===== config.mk =====
export PLATFORM = sky130hd
export DESIGN_NAME = vehicle_detect
export DESIGN_NICKNAME = d
export VERILOG_FILES = /design/src/rtl/tlc_pkg.sv /design/src/rtl/sync2.sv /design/src/rtl/vehicle_detect.sv
export SDC_FILE = /design/constraint.sdc
export NUM_CORES = 1
export LEC_CHECK = 0
export CORE_MARGIN = 3
export CORE_UTILIZATION = 40
export CTS_CLUSTER_SIZE = 24
export DETAILED_ROUTE_END_ITERATION = 6
export PLACE_DENSITY = 0.73
export SLEW_MARGIN = 40
export SYNTH_ARGS = -nofsm -noshare
export SYNTH_HDL_FRONTEND = slang
export SYNTH_HIERARCHICAL = 1
export SYNTH_SLANG_ARGS = --single-unit

===== constraint.sdc =====
create_clock -name clk -period 1.85 [get_ports clk]
set_clock_uncertainty 0.05 [all_clocks]
set_input_delay 0.2775 -clock clk [delete_from_list [all_inputs] [get_ports clk]]
set_output_delay 0.2775 -clock clk [all_outputs]
set_load 0.02 [all_outputs]

===== src/rtl/tlc_pkg.sv =====
// -----------------------------------------------------------------------------
// tlc_pkg
//   Definitions shared by the traffic-light controller slice.
//   - deb_state_t : encoding of the vehicle-sensor debounce FSM
//   - DEB_CYCLES_DEF : default number of stable samples to accept a level change
//   - is_present() : debounced sensor level implied by a debounce state
// -----------------------------------------------------------------------------
package tlc_pkg;

    typedef enum logic [1:0] {
        ABSENT   = 2'd0,
        RISE_CHK = 2'd1,
        PRESENT  = 2'd2,
        FALL_CHK = 2'd3
    } deb_state_t;

    localparam int DEB_CYCLES_DEF = 4;

    // The debounced level only drops once a falling edge has been confirmed,
    // so FALL_CHK still reports the vehicle as present.
    function automatic logic is_present(input deb_state_t st);
        return (st == PRESENT) || (st == FALL_CHK);
    endfunction

endpackage


===== src/rtl/sync2.sv =====
// -----------------------------------------------------------------------------
// sync2
//   Two-flop synchronizer for a single asynchronous input.
//   Ports:
//     clk   in  destination clock, rising edge
//     reset in  asynchronous, active-low reset (both flops clear to 0)
//     d     in  asynchronous input
//     q     out synchronized output, 2 clk latency
// -----------------------------------------------------------------------------
module sync2 (
    input  logic clk,
    input  logic reset,
    input  logic d,
    output logic q
);

    logic meta_reg;
    logic sync_reg;

    always_ff @(posedge clk or negedge reset) begin
        if (!reset) begin
            meta_reg <= 1'b0;
            sync_reg <= 1'b0;
        end else begin
            meta_reg <= d;
            sync_reg <= meta_reg;
        end
    end

    assign q = sync_reg;

endmodule


===== src/rtl/vehicle_detect.sv =====
// -----------------------------------------------------------------------------
// vehicle_detect
//   Conditions the raw farm-road loop sensor into the detect request for the
//   traffic-light controller: synchronize, debounce, latch a request per
//   debounced arrival, and count waiting vehicles until farm green.
//
//   Optional feature macro: STUCK_DETECT_EN
//     defined   -> stuck-high monitor; fault is sticky and forces detect=1
//     undefined -> no monitor; fault tied to 0
//
//   Parameters:
//     DEB_CYCLES   stable synchronized samples to accept a level change (>=1)
//     CNT_W        width of the waiting-vehicle counter
//     STUCK_CYCLES continuous presence cycles before a stuck fault
//   Ports:
//     clk        in  system clock, rising edge
//     reset      in  asynchronous, active-low reset
//     sensor_raw in  raw loop sensor, asynchronous, may bounce
//     fg         in  farm green from the controller
//     detect     out registered vehicle-waiting request
//     present    out debounced sensor level
//     car_cnt    out vehicles arrived since last farm green, saturating
//     fault      out sensor stuck high
// -----------------------------------------------------------------------------
module vehicle_detect
    import tlc_pkg::*;
#(
    parameter int DEB_CYCLES   = DEB_CYCLES_DEF,
    parameter int CNT_W        = 4,
    parameter int STUCK_CYCLES = 64
) (
    input  logic             clk,
    input  logic             reset,
    input  logic             sensor_raw,
    input  logic             fg,
    output logic             detect,
    output logic             present,
    output logic [CNT_W-1:0] car_cnt,
    output logic             fault
);

    localparam int                DEB_W    = $clog2(DEB_CYCLES + 1);
    localparam logic [DEB_W-1:0]  DEB_LAST = DEB_W'(DEB_CYCLES - 1);
    localparam logic [CNT_W-1:0]  CNT_MAX  = {CNT_W{1'b1}};

    logic             s;
    deb_state_t       state_reg, state_next;
    logic [DEB_W-1:0] deb_cnt_reg, deb_cnt_next;
    logic             arrive;
    logic             fg_d_reg;
    logic             fg_rise, fg_fall;
    logic             detect_reg, detect_next;
    logic [CNT_W-1:0] car_cnt_reg, car_cnt_next;
    logic             fault_next;

    sync2 u_sync (
        .clk   (clk),
        .reset (reset),
        .d     (sensor_raw),
        .q     (s)
    );

    // ---------------- debounce FSM ----------------
    always_ff @(posedge clk or negedge reset) begin
        if (!reset) begin
            state_reg   <= ABSENT;
            deb_cnt_reg <= '0;
        end else begin
            state_reg   <= state_next;
            deb_cnt_reg <= deb_cnt_next;
        end
    end

    // The check states compare with >= so DEB_CYCLES==1 still leaves them
    // after a single cycle even though entry loads the counter with 1.
    always_comb begin
        state_next   = state_reg;
        deb_cnt_next = deb_cnt_reg;
        arrive       = 1'b0;
        case (state_reg)
            ABSENT: begin
                if (s) begin
                    state_next   = RISE_CHK;
                    deb_cnt_next = DEB_W'(1);
                end
            end
            RISE_CHK: begin
                if (!s) begin
                    state_next   = ABSENT;
                    deb_cnt_next = '0;
                end else if (deb_cnt_reg >= DEB_LAST) begin
                    state_next   = PRESENT;
                    deb_cnt_next = '0;
                    arrive       = 1'b1;
                end else begin
                    deb_cnt_next = deb_cnt_reg + DEB_W'(1);
                end
            end
            PRESENT: begin
                if (!s) begin
                    state_next   = FALL_CHK;
                    deb_cnt_next = DEB_W'(1);
                end
            end
            FALL_CHK: begin
                if (s) begin
                    state_next   = PRESENT;
                    deb_cnt_next = '0;
                end else if (deb_cnt_reg >= DEB_LAST) begin
                    state_next   = ABSENT;
                    deb_cnt_next = '0;
                end else begin
                    deb_cnt_next = deb_cnt_reg + DEB_W'(1);
                end
            end
            default: begin
                state_next   = ABSENT;
                deb_cnt_next = '0;
            end
        endcase
    end

    assign present = is_present(state_reg);

    // ---------------- request latch and vehicle counter ----------------
    assign fg_rise = fg & ~fg_d_reg;
    assign fg_fall = ~fg & fg_d_reg;

    always_comb begin
        detect_next = detect_reg;
        if (fg) begin
            // Any arrival while green is being served counts as served.
            detect_next = 1'b0;
        end else if (arrive) begin
            detect_next = 1'b1;
        end else if (fg_fall && present) begin
            // Car still on the loop when green ended: ask again.
            detect_next = 1'b1;
        end
        if (fault_next) begin
            detect_next = 1'b1;
        end
    end

    always_comb begin
        car_cnt_next = car_cnt_reg;
        if (fg_rise) begin
            car_cnt_next = '0;
        end else if (arrive && !fg && (car_cnt_reg != CNT_MAX)) begin
            car_cnt_next = car_cnt_reg + CNT_W'(1);
        end
    end

    always_ff @(posedge clk or negedge reset) begin
        if (!reset) begin
            fg_d_reg    <= 1'b0;
            detect_reg  <= 1'b0;
            car_cnt_reg <= '0;
        end else begin
            fg_d_reg    <= fg;
            detect_reg  <= detect_next;
            car_cnt_reg <= car_cnt_next;
        end
    end

    assign detect  = detect_reg;
    assign car_cnt = car_cnt_reg;

    // ---------------- optional stuck-high monitor ----------------
`ifdef STUCK_DETECT_EN
    localparam int                 STUCK_W   = $clog2(STUCK_CYCLES + 1);
    localparam logic [STUCK_W-1:0] STUCK_MAX = STUCK_W'(STUCK_CYCLES);

    logic [STUCK_W-1:0] stuck_cnt_reg, stuck_cnt_next;
    logic               fault_reg;

    // Counter saturates at the threshold so it can never wrap back below it.
    always_comb begin
        stuck_cnt_next = stuck_cnt_reg;
        if (!present) begin
            stuck_cnt_next = '0;
        end else if (stuck_cnt_reg != STUCK_MAX) begin
            stuck_cnt_next = stuck_cnt_reg + STUCK_W'(1);
        end
        fault_next = fault_reg | (stuck_cnt_next == STUCK_MAX);
    end

    always_ff @(posedge clk or negedge reset) begin
        if (!reset) begin
            stuck_cnt_reg <= '0;
            fault_reg     <= 1'b0;
        end else begin
            stuck_cnt_reg <= stuck_cnt_next;
            fault_reg     <= fault_next;
        end
    end

    assign fault = fault_reg;
`else
    // The stuck threshold has no effect without the monitor.
    logic [31:0] unused_stuck_cfg;
    assign unused_stuck_cfg = 32'(STUCK_CYCLES);
    assign fault_next       = 1'b0;
    assign fault            = 1'b0;
`endif

endmodule


==> results of run 1 <==
-- logic make-up after synthesis --
family / count (synthesis)
AO/OA/AOI/OAI: 9
XOR/XNOR: 1
adder cells (fa/ha/maj): 3
buffers and inverters: 5
flip-flops: 13
multiplexers: 3
other: 1
AND/OR/NAND/NOR: 21
-- stage by stage --
stage            util  cell area [um^2]
3_3_place_gp   0.5259             735.7
6_report       0.5447             762.0
3_5_place_dp   0.5259             735.7
4_1_cts        0.5447             762.0
2_1_floorplan       -             643.1
5_1_grt        0.5447             762.0
-- layer usage --
layer	vias to the layer above	share of wire
met5	-	0
met4	0	0.020
met3	3	0.044
met2	11	0.43
met1	213	0.50
li1	217	-
-- worst max-delay path by stage --
| stage | from | to | cells after the start |
|---|---|---|---|
| 5_1_grt | flip-flop | present | 1 |
| 3_3_place_gp | deb_cnt_reg[0] | car_cnt[0] | 5 |
| 4_1_cts | flip-flop | present | 1 |
| 2_1_floorplan | deb_cnt_reg[0] | car_cnt[0] | 5 |
| 6_report | flip-flop | present | 1 |
| 3_5_place_dp | deb_cnt_reg[0] | deb_cnt_reg[1] | 5 |
-- Yosys cell counts, drive strengths merged --
cell	n	area share
a21oi	3	0.023
nand3b	1	0.012
and2	2	0.019
dfrtp	13	0.51
mux2i	3	0.047
xor2	1	0.025
a211o	1	0.016
ha	3	0.058
and3	2	0.027
nor3b	1	0.019
nand2	5	0.029
dlygate4sd1	1	0.014
nand4	3	0.029
inv	3	0.018
or3	1	0.0097
buf	1	0.012
nor2	2	0.012
nand2b	2	0.019
conb	1	0.0058
a22o	3	0.041
and4bb	1	0.019
o21ai	1	0.0078
a311oi	1	0.023
nand3	1	0.0078
-- power by group through the flow --
stage / sequential (W) / clock (W) / combinational (W)
2_1_floorplan: 0.000419 / 0 / 0.000224
3_3_place_gp: 0.000419 / 0 / 0.000313
3_5_place_dp: 0.000425 / 0 / 0.000317
4_1_cts: 0.000419 / 0.000186 / 0.000321
5_1_grt: 0.000430 / 0.000194 / 0.000357
6_report: 0.000418 / 0.000174 / 0.000318
-- cell usage in the layout, fill, tap and decap left out, types with 2 or more instances in the layout --
cell type	count
sky130_fd_sc_hd__nand4_1	3
sky130_fd_sc_hd__clkbuf_4	3
sky130_fd_sc_hd__inv_1	3
sky130_fd_sc_hd__and2_1	2
sky130_fd_sc_hd__nor2_1	2
sky130_fd_sc_hd__clkdlybuf4s50_1	9
sky130_fd_sc_hd__nand2_1	5
sky130_fd_sc_hd__dfrtp_1	13
sky130_fd_sc_hd__a21oi_1	3
sky130_fd_sc_hd__a22o_1	3
sky130_fd_sc_hd__ha_1	3
sky130_fd_sc_hd__nand2b_1	2
sky130_fd_sc_hd__mux2i_1	3
-- area by class of cell --
| class | count | area [um^2] |
|---|---|---|
| well taps | 15 | 18.77 |
| multi-input cells | 38 | 290.3 |
| repair buffers | 9 | 90.09 |
| fillers | 128 | 636.9 |
| flip-flops and latches | 13 | 325.3 |
| inverters | 3 | 11.26 |
| clock buffers | 4 | 26.28 |
==> impl_metrics.yaml, run 1 <==
run_status:
  run_status: "finished, final reports clean"
drt:
  route.detailed.drc: 0
  final_ant_viol_nets: 0
  post_drt_via_cell_ratio: 5.415
  firstDrtPassIters: 2
  wl_per_cell_um: 13.29
  drt_first_iter_violations: 1
  wirelength_um: 1090
  vias: 444
final_layout:
  areaGrowthSynthToFinish_pct: 18.48
  fraction_of_layout_cells_with_a_size_suffix_above_1: 0.1343
  layout.cells.non_filler: 82
  fin_nets: 75
  largest_register_ffs: 4
  ant_cells: 0
setup_path:
  worstReg2RegStart: "deb_cnt_reg[0]"
  worst_setup_path_end_kind: "output pin"
  cp_slowest_cell: "sky130_fd_sc_hd__clkdlybuf4s50_1"
  biggest_cell_delay_along_the_critical_path_ns: 0.66
  r2r.worst_path.cells: 5
  top_cell_family_by_delay_on_the_critical_path: "buffers and inverters"
  reg2reg_setup_slack_ns: 0.19
  worstPathMaxFanout: 7
  critical_path.n_buffers_inverters: 1
  cp_cell_sequence: "clkdlybuf4s50_1"
  start_kind: "flip-flop"
  criticalPathCategory: "reg -> out"
  arrival_ns: 1.44
  worstReg2RegEnd: "deb_cnt_reg[1]"
  critical_path_required_ns: 1.52
sta:
  timing_worst_slew_pin_value_ns: 0.5878
  rsz0062_at_grt: "no"
  final.setup.worst_slack_ns: 0.08469
  maxSlewHeadroom: 0.6069
  final_hold_viol_count: 0
  max_freq_mhz: 566.5
  setup_total_negative_slack_ns: 0
  final-setup-viol-count: 0
  post-route-min-period_ns: 1.765
  final_max_slew_viol_count: 0
  fin_worst_hold_slack_ns: 0.3031
  final.period_utilization: 0.9542
global_routing:
  grt_first_pass_wirelength_um: 1794
  met2_grt_util: 0.1593
  gr-max-usage-layer: "met1"
  grt_max_degree: 14
  grt_util_met3: 0.05859
  grt_pass1_vias: 407
  initial_antenna_violation_count: 0
  grt_overflow_total: 0
  gr-usage-met1: 0.1646
  grtUsageTotal: 0.1254
die:
  die_height_um: 46.10
  initial_core_util: 0.4597
  die_w_um: 46.10
  placement_rows: 13
  io-pin-count: 11
  core_um2: 1399
  floorplan.die_area_um2: 2125
yosys:
  synth.yosys.seq_area_share: 0.5058
  total_number_of_yosys_warnings: 6
  dominant_combinational_cell_family_by_area_after_synthesis: "simple AND/OR/NAND/NOR gates"
  synth_compound_area_frac: 0.1109
  yosys.area_share.simple: 0.2043
  synthesis.nets: 63
  post_synthesis_xor_xnor_area_fraction: 0.02529
  postSynthCellCount: 56
  ys_ff_latch: 13
  synth_fa_ha_area_frac: 0.05837
  netlist-cell-type-count: 25
  syn-mean-instance-area_um2: 11.48
  muxShareOfSynthArea: 0.04669
  syn-cell-area_um2: 643.1
place:
  detailed_place_hpwl_um: 817.5
  gp_congestion: 0.7350
  place_ws_ns: 0.2063
  dp_cells: 78
  port-buffer-count: 9
cts:
  cts.htree.levels: 1
  clkTransAtPathRegs_ns: 0.07
  post-cts-setup-buffers: 0
  cts_tree: "done"
  cts_num_sinks: 13
  cts_max_path_buffers: 2
  number_of_hold_buffers_added_after_cts: 0
  cell_at_the_root_of_the_clock_tree: "sky130_fd_sc_hd__clkbuf_4"
  worstSkewPairLatency_ns: 0.28
  post_cts_resize_count: 0
  cts_made_buffers: 3
run:
  maxCapViolCount: 0
power:
  internal_power_w: 0.0005855
  switching_component_of_the_power_w: 0.0003241
  ir_drop_v: 0.0004528
  total_leakage_power_nw: 0.3584
  power.share.switching: 0.3563
  power_share_of_the_clock_group: 0.192
  power.sequential.fraction: 0.459
  power_density_nw_per_um2: 1194
  p_comb_frac: 0.349
  design_power_total_w: 0.0009097
hold_path:
  capture_endpoint_of_the_worst_hold_path: "u_sync/q"
  whs_path_depth: 0
  hold_class: "reg -> reg"
  hold_start: "u_sync/meta_reg"
(Power assumes the default switching activity.)
==> inputs of run 2 (changes only) <==
CAP_MARGIN = 20   (was default)
==> results of run 2 <==
Same layout as run 1: the final DEF is identical, and so are final timing and power.
==> inputs of run 3 (changes only) <==
--- a/config.mk
+++ b/config.mk
@@ -10,4 +10,5 @@
 export CORE_UTILIZATION = 40
-export CTS_CLUSTER_SIZE = 24
+export CTS_CLUSTER_SIZE = 8
 export DETAILED_ROUTE_END_ITERATION = 6
+export GPL_ROUTABILITY_DRIVEN = 0
 export PLACE_DENSITY = 0.73
==> constraint.sdc (replaced) <==
create_clock -name clk -period 1.85 [get_ports clk]
set_clock_uncertainty 0.05 [all_clocks]
set_input_delay 0.37 -clock clk [delete_from_list [all_inputs] [get_ports clk]]
set_output_delay 0.37 -clock clk [all_outputs]
set_load 0.02 [all_outputs]
==> impl_metrics.yaml, run 3 (synthesis gave the netlist of run 1 again) <==
setup_path:
  arrival_ns: 1.33
  worst_setup_path_end_kind: "output pin"
  biggest_cell_delay_along_the_critical_path_ns: 0.63
  top_cell_family_by_delay_on_the_critical_path: "buffers and inverters"
  worst_setup_sp: "car_cnt[2]"
  worstReg2RegStart: "deb_cnt_reg[0]"
  criticalPathCategory: "reg -> out"
  critical_path.n_buffers_inverters: 1
  start_kind: "flip-flop"
  worstPathMaxFanout: 6
  critical_path_required_ns: 1.43
  cp_cell_sequence: "clkdlybuf4s50_1"
  cp_slowest_cell: "sky130_fd_sc_hd__clkdlybuf4s50_1"
sta:
  final_hold_viol_count: 0
  maxSlewHeadroom: 0.6309
  rsz0062_at_grt: "no"
  final-setup-viol-count: 0
  final.setup.worst_slack_ns: 0.09665
  timing_worst_slew_pin_value_ns: 0.5519
  final_max_slew_viol_count: 0
  setup_total_negative_slack_ns: 0
  final.period_utilization: 0.9478
  fin_worst_hold_slack_ns: 0.3034
  post-route-min-period_ns: 1.753
  max_freq_mhz: 570.3
drt:
  firstDrtPassIters: 2
  wl_per_cell_um: 12.83
  wirelength_um: 1065
  post_drt_via_cell_ratio: 5.349
  final_ant_viol_nets: 0
  vias: 444
  route.detailed.drc: 0
  drt_first_iter_violations: 8
cts:
  cts_num_sinks: 13
  clkTransAtPathRegs_ns: 0.07
  cts_made_buffers: 3
  number_of_hold_buffers_added_after_cts: 0
  cts_max_path_buffers: 2
  post-cts-setup-buffers: 0
  post_cts_resize_count: 0
  cts.htree.levels: 1
  worstSkewPairLatency_ns: 0.27
  cts_tree: "done"
  cell_at_the_root_of_the_clock_tree: "sky130_fd_sc_hd__clkbuf_4"
global_routing:
  grt_first_pass_wirelength_um: 1959
  grt_pass1_vias: 435
  initial_antenna_violation_count: 0
  grt_max_degree: 14
  grtUsageTotal: 0.1346
  grt_overflow_total: 0
hold_path:
  hold_start: "u_sync/meta_reg"
  hold_class: "reg -> reg"
final_layout:
  final_common_cell: "sky130_fd_sc_hd__dfrtp_1"
  multi_input_gate_area_in_the_final_layout_um2: 290.3
  ant_cells: 0
  fin_nets: 76
  area.sequential_um2: 325.3
  areaGrowthSynthToFinish_pct: 19.65
  layout_common_cells: "13 x sky130_fd_sc_hd__dfrtp_1, 9 x sky130_fd_sc_hd__clkdlybuf4s50_1, 5 x sky130_fd_sc_hd__nand2_1"
  num-fill-cells: 124
  postLayoutCoreUtil: 0.5501
  fraction_of_layout_cells_with_a_size_suffix_above_1: 0.1471
  largest_register_ffs: 4
run_status:
  run_status: "finished, final reports clean"
die:
  core_um2: 1399
  die_height_um: 46.10
  die_w_um: 46.10
  floorplan.die_area_um2: 2125
  initial_core_util: 0.4597
  placement_rows: 13
  io-pin-count: 11
place:
  detailed_place_hpwl_um: 812.1
  port-buffer-count: 9
  place_ws_ns: 0.1467
power:
  total_leakage_power_nw: 0.3635
  ir_drop_v: 0.0005694
  design_power_total_w: 0.0009180
  power_density_nw_per_um2: 1193
run:
  maxCapViolCount: 0
run 3: through the flow:
| step | cell area, um^2 | cells |
|---|---|---|
| detailed placement | 743.2 | 79 |
| finish | 769.5 | 83 |
| floorplan | 643.1 | 56 |
| global route | 769.5 | 83 |
| CTS | 769.5 | 83 |
| global placement | 743.2 | 79 |
run 3: where the power goes:
| part | internal [W] | switching [W] |
|---|---|---|
| clock network | 0.0000836 | 0.0000851 |
| logic | 0.000170 | 0.000180 |
| registers | 0.000343 | 0.0000564 |
| total | 0.000597 | 0.000321 |
run 3: final timing paths:
path                                   to  slack, ns  cells after the start
min reg2reg                      u_sync/q       0.30                      0
min                              u_sync/q       0.30                      0
min in group asynchronous      car_cnt[3]       0.40                      1
max reg2reg                    car_cnt[0]       0.19                      5
max                            car_cnt[2]        0.1                      1
max in group asynchronous  deb_cnt_reg[0]       0.98                      1
run 3: cell type report:
| cell class | instances | area share |
|---|---|---|
| Multi-Input combinational cell | 38 | 0.3772 |
| Tap cell | 15 | 0.02439 |
| Clock buffer | 4 | 0.03415 |
| Timing Repair Buffer | 10 | 0.1268 |
| Sequential cell | 13 | 0.4228 |
| Inverter | 3 | 0.01463 |
run 3: metal layers:
metal | track usage | wire length (um) | up-vias
met1 | 0.1683 | 521 | 205
li1 | - | - | 223
met2 | 0.1951 | 466 | 14
met4 | 0.06818 | 12 | 0
met3 | 0.05859 | 65 | 2
met5 | 0 | 0 | -
